File: src/rtl/fcmp_axis_issuer.sv
// Issues operand pairs to an AXI-stream float-compare core and buffers its a<b results.
// A credit count caps in-flight requests at DEPTH, so the result FIFO never back-pressures the core.
module fcmp_axis_issuer #(
  parameter int unsigned DEPTH = 4,
  parameter int unsigned CW    = 3
) (
  input  logic          clk,
  input  logic          rst_n,
  input  logic          in_valid,
  output logic          in_ready,
  input  logic [31:0]   in_a,
  input  logic [31:0]   in_b,
  output logic          s_axis_a_tvalid,
  input  logic          s_axis_a_tready,
  output logic [31:0]   s_axis_a_tdata,
  output logic          s_axis_b_tvalid,
  input  logic          s_axis_b_tready,
  output logic [31:0]   s_axis_b_tdata,
  input  logic          m_axis_result_tvalid,
  output logic          m_axis_result_tready,
  input  logic [7:0]    m_axis_result_tdata,
  output logic          out_valid,
  input  logic          out_ready,
  output logic          out_lt,
  output logic [CW-1:0] credits,
  output logic          err
);

  localparam int unsigned AW = (DEPTH > 1) ? $clog2(DEPTH) : 1;
  localparam logic [CW-1:0] DepthCnt = CW'(DEPTH);

  logic             a_pend;
  logic             b_pend;
  logic [31:0]      a_data;
  logic [31:0]      b_data;
  logic [DEPTH-1:0] fifo_mem;
  logic [AW-1:0]    wr_ptr;
  logic [AW-1:0]    rd_ptr;
  logic [CW-1:0]    count;
  logic [CW-1:0]    credit_cnt;
  logic             err_flag;

  logic          fifo_full;
  logic          fifo_empty;
  logic [CW-1:0] outstanding;
  logic          accept;
  logic          a_fire;
  logic          b_fire;
  logic          res_fire;
  logic          push;
  logic          pop;
  logic          spurious;
  logic          unused_tdata;

  assign unused_tdata = ^m_axis_result_tdata[7:1];

  assign fifo_full   = (count == DepthCnt);
  assign fifo_empty  = (count == '0);
  // Requests issued whose result has not yet landed in the FIFO.
  assign outstanding = credit_cnt - count;

  assign in_ready = !a_pend && !b_pend && (credit_cnt < DepthCnt);
  assign accept   = in_valid && in_ready;
  assign a_fire   = a_pend && s_axis_a_tready;
  assign b_fire   = b_pend && s_axis_b_tready;

  assign m_axis_result_tready = !fifo_full;
  assign res_fire = m_axis_result_tvalid && m_axis_result_tready;
  assign push     = res_fire && (outstanding != '0);
  // A full FIFO implies credits==count, so this also covers results arriving while full.
  assign spurious = m_axis_result_tvalid && (outstanding == '0);

  assign out_valid = !fifo_empty;
  assign out_lt    = fifo_mem[rd_ptr];
  assign pop       = out_valid && out_ready;

  assign s_axis_a_tvalid = a_pend;
  assign s_axis_b_tvalid = b_pend;
  assign s_axis_a_tdata  = a_data;
  assign s_axis_b_tdata  = b_data;
  assign credits         = credit_cnt;
  assign err             = err_flag;

  always_ff @(posedge clk or negedge rst_n) begin
    if (!rst_n) begin
      a_pend     <= 1'b0;
      b_pend     <= 1'b0;
      a_data     <= '0;
      b_data     <= '0;
      fifo_mem   <= '0;
      wr_ptr     <= '0;
      rd_ptr     <= '0;
      count      <= '0;
      credit_cnt <= '0;
      err_flag   <= 1'b0;
    end else begin
      if (accept) begin
        a_data <= in_a;
        b_data <= in_b;
        a_pend <= 1'b1;
        b_pend <= 1'b1;
      end else begin
        if (a_fire) a_pend <= 1'b0;
        if (b_fire) b_pend <= 1'b0;
      end

      if (push) begin
        fifo_mem[wr_ptr] <= m_axis_result_tdata[0];
        wr_ptr           <= wr_ptr + AW'(1);
      end
      if (pop) rd_ptr <= rd_ptr + AW'(1);

      case ({push, pop})
        2'b10:   count <= count + CW'(1);
        2'b01:   count <= count - CW'(1);
        default: count <= count;
      endcase

      case ({accept, pop})
        2'b10:   credit_cnt <= credit_cnt + CW'(1);
        2'b01:   credit_cnt <= credit_cnt - CW'(1);
        default: credit_cnt <= credit_cnt;
      endcase

      if (spurious) err_flag <= 1'b1;
    end
  end

endmodule
File: config.mk
export PLATFORM = sky130hd
export DESIGN_NAME = fcmp_axis_issuer
export DESIGN_NICKNAME = d
export VERILOG_FILES = /design/src/rtl/fcmp_axis_issuer.sv
export SDC_FILE = /design/constraint.sdc
export NUM_CORES = 1
export LEC_CHECK = 0
export BUFFER_PORTS_ARGS = -buffer_cell sky130_fd_sc_hd__buf_4
export CORE_ASPECT_RATIO = 1.25
export CORE_MARGIN = 1.5
export CORE_UTILIZATION = 50
export DETAILED_ROUTE_END_ITERATION = 12
export PLACE_DENSITY_LB_ADDON = 0.3
export SYNTH_ARGS = -nofsm -noshare
export SYNTH_HDL_FRONTEND = slang
export SYNTH_SLANG_ARGS = --single-unit
File: constraint.sdc
create_clock -name clk -period 3.45 [get_ports clk]
set_clock_uncertainty 0.1 [all_clocks]
set_input_delay 0.345 -clock clk [delete_from_list [all_inputs] [get_ports clk]]
set_output_delay 0.345 -clock clk [all_outputs]
set_load 0.02 [all_outputs]
==> results by group <==
Logic synthesis
  • Post-synth top flop: dfrtp_1
  • YS warnings: 0
  • Most common cell in the synthesized netlist: nand2_1
  • Post-synth EDFFs: 0
  • Async SR Flop Fraction: 100%
  • Seq cells post-synth: 81
  • Syn Area/Cell: roughly 9.6 um2
  • Syn Nets: about 440
  • Synth top area share: between 60% and 70%
  • Synthesized instance count: roughly 350
  • Post-synth cell types: 23
  • Synth top cells by count: 195 x nand2_1, 81 x dfrtp_1, 11 x buf_2, 11 x inv_1, 8 x ha_1
  • Mapped cell area: 3320 um2
  • Largest cells by area after synthesis: dfrtp_1 61%, nand2_1 22%, ha_1 3.0%
  • Register area share after synthesis: roughly three fifths
  • Post-synth top area cell: dfrtp_1

Worst setup path
  • Required time worst endpoint: between 3 and 4 ns
  • Crit path capture type: register
  • Slowest CP cell: dfrtp_1
  • R2R depth: 11
  • Crit path kind: reg -> reg
  • Cell family with most CP delay: adder cells
  • Max incr delay on CP: 0.38 ns
  • Critical-path maximum fanout: 6
  • Startpoint Class: register
  • Crit path buf inv count: 2
  • Worst endpoint data arrival time: 2.77 ns
  • CP Depth: 11
  • Cell breakdown of the critical path: inv_1 -> ha_1 -> and2b_2 -> xnor2_2 -> o211ai_2 -> ha_1 -> inv_1 -> fa_1 -> xor2_1 -> nor2_1 -> xor2_1

Cells and area
  • Final net count: 580
  • Layout cells sized above 1: a little over a third
  • Reg area: 2030 um2
  • Fill count: 507
  • Multi-input logic area: about 1200 um2
  • N_diodes: 0
  • Final core occ: 72.4%
  • Layout area overhead: 41.5%

Timing
  • Worst Tran Pin Value: 0.977 ns
  • Final Setup Violations: 0
  • Hold Violations, Final: 0
  • Crit share post-route: 75.4%
  • Final min period: between 2 and 3 ns
  • Max Slew Vio Count: 0
  • Slew margin rel.: 34.9%
  • Max frequency: just under 0.4 GHz
  • Setup tns final: 0 ns
  • Unrepaired setup endpoints after global routing: false

Die
  • Top Ports: 153
  • Starting density of the core: roughly 50%
  • Die Y: 94.1 um
  • Die X: 75.9 um
  • Std-Cell Rows: 33
  • Die area: 7140 um2
  • Core Area: approximately 6500 um2

Routing
  • Final WL: between 7 and 8 mm
  • Met3 routed WL: 506 um
  • Wire length per cell: 12.8 um
  • DR DRC count: 0
  • DR top layer: met4
  • Met2 Wirelength: 3.87 mm
  • Met1 wire length: 2.90 mm
  • Vias per std cell: between 4 and 5
  • Vias: around 2,700
  • DRT antenna net count: 0
  • 1st-pass router iterations: 4
  • DR iter-0 viols: 134

CTS
  • Clk sinks: 81
  • Root Buffer: clkbuf_8
  • Later-pin clock latency in the skew report: 0.33 ns
  • H-tree levels: 3
  • Post-CTS sizing: 0
  • # Post-CTS Setup Buffers: 0
  • # hold bufs at CTS: 0
  • CTS max path bufs: 2
  • Worst-path clk slew: approximately 0.08 ns
  • Num CTS Buffers: 9
  • CTS tree: yes

Outcome
  • Status: completed

Global routing
  • Global-route wire length before repair: between 10 and 15 mm
  • Grt total ovfl: 0
  • Largest net degree at the start of global routing: 82
  • Vias in the first global route: 2,633
  • Overall routing resource usage: ~22%
  • Initial antenna violation count: 0

Job
  • Max-Cap Viols: 0

Placement
  • Detailed Place HPWL: 5.31 mm
  • Port bufs: 145
  • Placer Congestion: 0.791

Worst hold path
  • Hold WC Path Type: in -> async

Pwr
  • Power per Cell Area: between 1000 and 1500 nW/um2
  • Pleak: 0.00261 uW
  • Peak VDD IR: ~570 uV
layer usage:
metal | global-route usage, % | vias up
li1 | - | 1351
met1 | 25.6 | 1259
met2 | 35.1 | 97
met3 | 7.08 | 17
met4 | 9.23 | 0
met5 | 0 | -
flip-flops by register name, summed over array words and instances (netlist names):
name	count
fifo_mem	4
credits	3
s_axis_a_tdata	32
s_axis_b_tvalid	1
err	1
s_axis_b_tdata	32
s_axis_a_tvalid	1
rd_ptr	2
wr_ptr	2
count	3
kinds of logic (layout without fill, tap and decap cells):
group                    after synthesis  count (layout)  synth area share (%)
AND/OR/NAND/NOR                      204             204                  23.6
flip-flops                            81              81                  61.1
buffers and inverters                 25             174                  3.24
XOR/XNOR                              11              11                  3.13
adder cells (fa/ha/maj)               10              10                  4.22
AO/OA/AOI/OAI                          9               9                  2.11
multiplexers                           7               7                  2.68
final timing paths:
kind                                 start               to  slack (ns)
max reg2reg                       count[1]         count[2]        0.85
min                                  rst_n         count[2]        0.05
min in group clk           s_axis_b_tready  s_axis_b_tvalid        0.08
max                               count[1]         count[2]        0.85
max in group asynchronous            rst_n  s_axis_b_tvalid        2.56
min reg2reg                            err              err        0.36
placed cells by master, fill, tap and decap left out, types with 2 or more instances in the layout:
master	n
dfrtp_1	81
nor2_1	3
mux2_2	5
inv_1	10
xnor2_1	5
clkbuf_8	10
xor2_1	5
bufinv_16	2
ha_1	8
nand2_1	195
clkinv_4	3
fa_1	2
buf_4	147
o2111ai_1	4
o21ai_0	3
power breakdown:
group	internal, uW	switching (uW)
logic	989	1360
clock network	430	334
registers	1410	275
total	2830	1970
cell type report:
cell class              instances  area share [%]
clock buffers                  10            2.93
flip-flops and latches         81            43.2
repair buffers                147            23.5
multi-input cells             241            25.3
clock inverters                 6            1.95
inverters                      11           0.879
well taps                      87            2.32
metrics by stage:
stage | setup slack, ns | cells | cell area, um2 | hold slack (ns) | total power, uW
floorplan | 0.927 | 347 | 3320 | -0.0506 | 3100
global placement | 0.977 | 567 | 4470 | 0.344 | 3970
detailed placement | 0.863 | 567 | 4470 | 0.347 | 4080
CTS | 0.839 | 583 | 4700 | 0.0693 | 4850
global route | 0.660 | 583 | 4700 | 0.0595 | 5160
finish | 0.848 | 583 | 4700 | 0.0549 | 4800
No activity file was read; power rests on OpenSTA's default activity.
